<file path="config.mk">
export PLATFORM = sky130hd
export DESIGN_NAME = tx_arbiter
export DESIGN_NICKNAME = d
export VERILOG_FILES = /design/src/rtl/tx_arbiter.sv
export SDC_FILE = /design/constraint.sdc
export NUM_CORES = 1
export LEC_CHECK = 0
export ABC_AREA = 1
export CAP_MARGIN = 10
export CORE_UTILIZATION = 48
export DETAILED_ROUTE_END_ITERATION = 8
export PLACE_DENSITY = 0.95
export SLEW_MARGIN = 20
export SYNTH_ARGS = -nofsm -noshare
export SYNTH_HDL_FRONTEND = slang
export SYNTH_SLANG_ARGS = --single-unit
</file>
<file path="constraint.sdc">
create_clock -name clk -period 4.5 [get_ports clk]
set_clock_uncertainty 0.05 [all_clocks]
set_input_delay 1.125 -clock clk [delete_from_list [all_inputs] [get_ports clk]]
set_output_delay 1.125 -clock clk [all_outputs]
set_load 0.01 [all_outputs]
</file>
<file path="src/rtl/tx_arbiter.sv">
// tx_arbiter
// Two-requester round-robin arbiter in front of a shared UART transmitter.
// The winner's payload is latched and offered to the transmitter with
// req_tx; the requester is acknowledged once the transmitter finishes or
// the wait times out.
//
// Handshakes (all four-phase, level based):
//   requester side : reqN rises -> ackN rises when its transfer is done;
//                    reqN falls -> ackN falls one cycle later.
//   transmitter    : req_tx rises -> ack_tx rises when sent; req_tx falls ->
//                    ack_tx is released by the transmitter afterwards.
//
// Ports
//   clk, rst          : clock, asynchronous active-high reset
//   req0/req1         : level requests
//   dout0/dout1       : payloads, type0/type1 : payload types
//   ack0/ack1         : acknowledges to requesters
//   req_tx, dout_tx, type_tx : request + payload to transmitter
//   ack_tx            : transmitter done
//   owner             : index of granted requester
//   busy              : high whenever the FSM is not IDLE
//   tmo               : one-cycle pulse on a timeout abort
//   fsm_state         : current FSM state (debug)
module tx_arbiter #(
    parameter int          DATAWIDTH = 32,
    parameter logic [15:0] TIMEOUT   = 16'd60000
) (
    input  logic                 clk,
    input  logic                 rst,
    input  logic                 req0,
    input  logic                 req1,
    input  logic [DATAWIDTH-1:0] dout0,
    input  logic [DATAWIDTH-1:0] dout1,
    input  logic                 type0,
    input  logic                 type1,
    output logic                 ack0,
    output logic                 ack1,
    output logic                 req_tx,
    output logic [DATAWIDTH-1:0] dout_tx,
    output logic                 type_tx,
    input  logic                 ack_tx,
    output logic                 owner,
    output logic                 busy,
    output logic                 tmo,
    output logic [1:0]           fsm_state
);

    typedef enum logic [1:0] {
        IDLE = 2'd0,
        WAIT = 2'd1,
        DONE = 2'd2
    } state_t;

    state_t               state, state_nxt;
    logic [15:0]          cnt, cnt_nxt;
    logic                 ptr, ptr_nxt;      // last requester served
    logic                 ack0_nxt, ack1_nxt, req_tx_nxt, type_tx_nxt;
    logic                 owner_nxt, busy_nxt, tmo_nxt;
    logic [DATAWIDTH-1:0] dout_tx_nxt;
    logic                 winner;
    logic                 owner_req;

    assign fsm_state = state;

    // On a tie the requester that was not served last wins.
    assign winner    = (req0 && req1) ? ~ptr : req1;
    assign owner_req = owner ? req1 : req0;

    always_comb begin
        state_nxt   = state;
        cnt_nxt     = cnt;
        ptr_nxt     = ptr;
        ack0_nxt    = ack0;
        ack1_nxt    = ack1;
        req_tx_nxt  = req_tx;
        dout_tx_nxt = dout_tx;
        type_tx_nxt = type_tx;
        owner_nxt   = owner;
        busy_nxt    = busy;
        tmo_nxt     = 1'b0;
        case (state)
            IDLE: begin
                // Never start while the transmitter still reports the
                // previous transfer as done.
                if (!ack_tx && (req0 || req1)) begin
                    state_nxt   = WAIT;
                    owner_nxt   = winner;
                    dout_tx_nxt = winner ? dout1 : dout0;
                    type_tx_nxt = winner ? type1 : type0;
                    req_tx_nxt  = 1'b1;
                    busy_nxt    = 1'b1;
                    cnt_nxt     = 16'd0;
                end
            end
            WAIT: begin
                // ack_tx takes priority over the timeout on the same cycle.
                if (ack_tx || (cnt == TIMEOUT - 16'd1)) begin
                    state_nxt  = DONE;
                    req_tx_nxt = 1'b0;
                    tmo_nxt    = ~ack_tx;
                    ptr_nxt    = owner;
                    ack0_nxt   = ~owner;
                    ack1_nxt   = owner;
                end else begin
                    cnt_nxt = cnt + 16'd1;
                end
            end
            DONE: begin
                if (!owner_req) begin
                    state_nxt = IDLE;
                    ack0_nxt  = 1'b0;
                    ack1_nxt  = 1'b0;
                    busy_nxt  = 1'b0;
                end
            end
            default: begin
                state_nxt  = IDLE;
                req_tx_nxt = 1'b0;
                ack0_nxt   = 1'b0;
                ack1_nxt   = 1'b0;
                busy_nxt   = 1'b0;
            end
        endcase
    end

    always_ff @(posedge clk or posedge rst) begin
        if (rst) begin
            state   <= IDLE;
            cnt     <= 16'd0;
            ptr     <= 1'b1;
            ack0    <= 1'b0;
            ack1    <= 1'b0;
            req_tx  <= 1'b0;
            dout_tx <= '0;
            type_tx <= 1'b0;
            owner   <= 1'b0;
            busy    <= 1'b0;
            tmo     <= 1'b0;
        end else begin
            state   <= state_nxt;
            cnt     <= cnt_nxt;
            ptr     <= ptr_nxt;
            ack0    <= ack0_nxt;
            ack1    <= ack1_nxt;
            req_tx  <= req_tx_nxt;
            dout_tx <= dout_tx_nxt;
            type_tx <= type_tx_nxt;
            owner   <= owner_nxt;
            busy    <= busy_nxt;
            tmo     <= tmo_nxt;
        end
    end

endmodule

</file>
Yosys cells after proc, flatten, opt, wreduce, memory -nomap -nowiden

Index checks and enable logic that the tools add are counted.

Register bits after elaboration: 58
Input port bits: 71
Word-level logic and storage cells: 61

Multiplexer cells: 22
Bitwise logic cells: 6
Equality and inequality tests: 7
Reduce and logical (&&, ||, !) cells: 14
Add/sub/neg operators: 1

Operators by type and width:

| kind                                                                  | count |
|---|---|
| 16-bit two-way mux                                                    | 2 |
| 32-bit two-way mux                                                    | 1 |
| 16-bit case mux with 2 select lines                                   | 1 |
| 16-bit by 1-bit adder with 16-bit output, second input constant       | 1 |
| 16-bit equality test, second input constant                           | 1 |
| 3-bit AND reduction                                                   | 5 |
| 1-bit case mux with 3 select lines                                    | 4 |
| 1-bit two-way mux                                                     | 10 |
| 2-bit inequality test, second input constant                          | 4 |
| 2-bit two-way mux                                                     | 3 |
| 1-bit inverter                                                        | 6 |
| 2-bit case mux with 3 select lines                                    | 1 |
| 2-bit AND reduction                                                   | 2 |
| 2-bit by 1-bit equality test with 1-bit output, second input constant | 1 |
| 2-bit equality test, second input constant                            | 1 |
| 1-bit logical AND                                                     | 2 |
| 2-bit logical NOT                                                     | 1 |
| 1-bit logical OR                                                      | 2 |
| 2-bit nonzero test                                                    | 1 |
| 1-bit logical NOT                                                     | 1 |

Longest topological paths before layout

Depth in word-level cells: 4
Mapped depth: 9
Gate-level depth less buffers: 9

Worst setup path before layout

Ideal clock, no wire load.

Path type: input to register
Start point: in ack_tx
End point: reg dout_tx[0]
Stages: 7
Arrival: 1.947 ns
Data required time: 4.328 ns
Setup time: 0.122 ns
Slack: 2.382 ns
Path through: inv_1 o21ai_2 nor3_4 inv_2 buf_2 nand2_1 o21ai_1

Word-level cells in the longest chain between the ends: 3

Ends and longest elaborated chain:

| item                          | RTL line | text |
|---|---|---|
| start, declared               | 41       | `input logic ack_tx,` |
| 1-bit logical NOT             | 85       | `if (!ack_tx && (req0 \|\| req1)) begin` |
| 1-bit logical AND             | 85       |  |
| 2-bit AND reduction (no line) | -        |  |
| end signal, assigned          | 146      | `dout_tx <= dout_tx_nxt;` |
| end, declared                 | 39       | `output logic [DATAWIDTH-1:0] dout_tx,` |

No other way between the ends.
A chain may end at the register's enable or synchronous reset.

Worst setup path in the final report

Start point: in req1
End point: reg cnt[5]

Word-level cells in the longest chain between the ends: 4

Ends and longest elaborated chain:

| item                            | RTL line | text |
|---|---|---|
| start, declared                 | 31       | `input logic req1,` |
| 1-bit logical OR                | 85       |  |
| 1-bit logical AND               | 85       |  |
| 2-bit inequality test (no line) | -        |  |
| 3-bit AND reduction (no line)   | -        |  |
| end signal, assigned            | 141      | `cnt <= cnt_nxt;` |
| end, declared                   | 55       | `logic [15:0] cnt, cnt_nxt;` |

No other way between the ends.

==> flow_summary.yaml <==
worst_setup_path:
  cp-end-kind: "register"
  regToRegSetupSlack_ps: 2400
  required_ps: 4670
  crit_type: "input port to register"
  r2r-start: "ptr"
  startpoint_type: "input port"
  cp.arrival_ps: 3080
  reg2reg_depth: 6
  r2r-end: "dout_tx[7]"
  crit_start: "req1"
  critPathCapture: "cnt[5]"
  cp_max_fo: 37
clock_network:
  cts.sinks: 58
  cts_made_buffers: 9
  clk_latency_ps: 340
  cts_max_path_buffers: 2
  cts-resized-gates: 0
  cts_setup_buffers: 0
  tritoncts: "yes"
  cts_root_buffer: "clkbuf_8"
  cts.reportedPaths.clkPinSlew_ps: 70
  htreeDepth: 3
  postCtsHoldBufs: 0
cells_and_area:
  layout.cells.non_filler: 574
  fill_cells: 415
  nNetsFinal: 566
  drive_above_1_share: 0.0561
  multiInputGateArea_mm2: 0.00133
  layout_commonest_cell: "clkdlybuf4s50_1"
  n_antenna_cell: 0
  ff_latch_area_mm2: 0.00145
  utilization: 0.722
  syn_to_final_growth_pct: 45.2
  layout_common_cells: "111 x clkdlybuf4s50_1, 110 x nand2_1, 61 x nor2_1"
global_routing:
  grtUsageTotal: 0.294
  antenna_found_initial: 0
  grt_pass1_vias: 3106
  overflow: 0
  grt_max_degree: 47
  grt_pass1_wl_um: 14100
placed_design:
  post-place-cells: 558
  hpwl_um: 6130
  routabilityCongestion: 0.887
  place_worst_setup_slack_ps: 1250
  io_buffers: 111
pwr:
  leakage_nw: 1.84
  p_comb_frac: 0.434
  p_clk_frac: 0.187
  switchingPower_mw: 0.845
  powerDensity_mw_per_mm2: 528
  p_int_mw: 1.40
  p_sw_frac: 0.376
  ir_worst_vdd_mv: 0.375
  p_seq_frac: 0.379
run_status:
  status: "finished, final reports clean"
logic_synthesis:
  netlist_instances: 384
  synth_edf_count: 0
  synth_top_area_share: 0.487
  synth_warnings: 0
  synth_area_leader_cell: "dfrtp_1"
  async_flop_share: 1.00
  ys_types: 26
  netlist_area_mm2: 0.00293
  ys_ff_latch: 58
  synth.avg_cell_area_um2: 7.63
  ys_seq_area_frac: 0.496
  synth.area.top_cells: "dfrtp_1 49%, nand2_1 14%, o21ai_0 8.5%"
  ys.flop_type: "dfrtp_1"
  syn_nets: 456
sta:
  rsz0062_at_grt: "false"
  hold_violations: 0
  maxSlewHeadroom: 0.371
  worstMarginPinSlew_ps: 943
  fin_crit_sh: 0.647
  period_minus_slack_ps: 2910
  finalSetupTns_ps: 0
  max_freq_mhz: 344
  maxSlewViolCount: 0
  worst_slack_ps: 1590
  hold_ws_ps: 417
  setup_viol: 0
floorplan:
  core_mm2: 0.00589
  die-area_mm2: 0.00642
  rows: 28
  dieWidth_um: 80.1
  start_util: 0.498
  num_io_pins: 112
  die_h_um: 80.1
detailed_routing:
  drc: 0
  drt_iter0_markers: 245
  wl_um: 8490
  postRouteAntennaNets: 0
  dr.pass1.iters: 5
  routed-via-count: 3124
  viasPerCell: 5.44
  drt-wirelength-per-cell_um: 14.8
run:
  maxCapViolations: 0
min_path:
  min_path_type: "register to register"
logic make-up (layout without fill, tap and decap cells):
logic type | after synthesis | after routing | synth area share
XOR/XNOR | 6 | 6 | 0.0179
AO/OA/AOI/OAI | 85 | 85 | 0.153
buffers and inverters | 34 | 149 | 0.0504
flip-flops | 58 | 58 | 0.496
AND/OR/NAND/NOR | 200 | 200 | 0.279
adder cells (fa/ha/maj) | 1 | 1 | 0.00427
layout make-up:
cell class              instances  share of cell area
inverters                      19              0.0168
repair buffers                114               0.267
flip-flops and latches         58               0.342
clock buffers                  11              0.0333
multi-input cells             292               0.313
clock inverters                 5             0.00706
well taps                      75              0.0221
flip-flops by register name (all words and copies together) (netlist names):
signal and cells:
owner 1, ack0 1, cnt 16, ptr 1, busy 1, tmo 1, fsm_state 2, dout_tx 32
req_tx 1, ack1 1, type_tx 1
metrics by stage:
step / cell area (um^2) / power (mW)
after global routing: 4250 / 2.38
after floorplan: 2930 / 1.28
after global placement: 4080 / 1.78
after CTS: 4250 / 2.25
final: 4250 / 2.25
after detailed placement: 4080 / 1.82
layer usage:
layer,global-route usage,part of all wire,vias up
li1,-,-,1472
met3,0.0909,0.083,29
met1,0.333,0.38,1459
met4,0.168,0.033,0
met5,0,0,-
met2,0.489,0.51,164
how the worst min path moves through the flow:
stage	from	to	slack, ps	depth (start not counted)
3_5_place_dp	ptr	ptr	410	2
5_1_grt	ptr	ptr	430	2
6_report	ptr	ptr	420	2
3_3_place_gp	ptr	ptr	410	2
2_1_floorplan	ptr	ptr	390	2
4_1_cts	ptr	ptr	420	2
worst max-delay path, stage by stage:
cell and delay (ps):
clkdlybuf4s50_1 460, o21ai_2 250, nor3_4 50, buf_4 240
inv_2 480, nand2_2 250, nand2_1 120, o21ai_0 80
cell usage after synthesis, types with 3 or more instances:
cell / number
buf_2: 5
xor2_1: 6
inv_1: 18
o21ai_0: 50
nand3_1: 17
o21ai_1: 30
clkbuf_1: 6
dfrtp_1: 57
nand2_1: 110
nor2_1: 61
nand4_1: 5
o21bai_1: 3
power groups by stage:
stage / clock network, mW / registers, mW / logic (mW)
final: 0.421 / 0.850 / 0.975
after global routing: 0.447 / 0.872 / 1.06
after CTS: 0.426 / 0.849 / 0.977
after detailed placement: 0 / 0.849 / 0.973
after global placement: 0 / 0.844 / 0.935
after floorplan: 0 / 0.912 / 0.370
No activity file was read; power rests on OpenSTA's default activity.
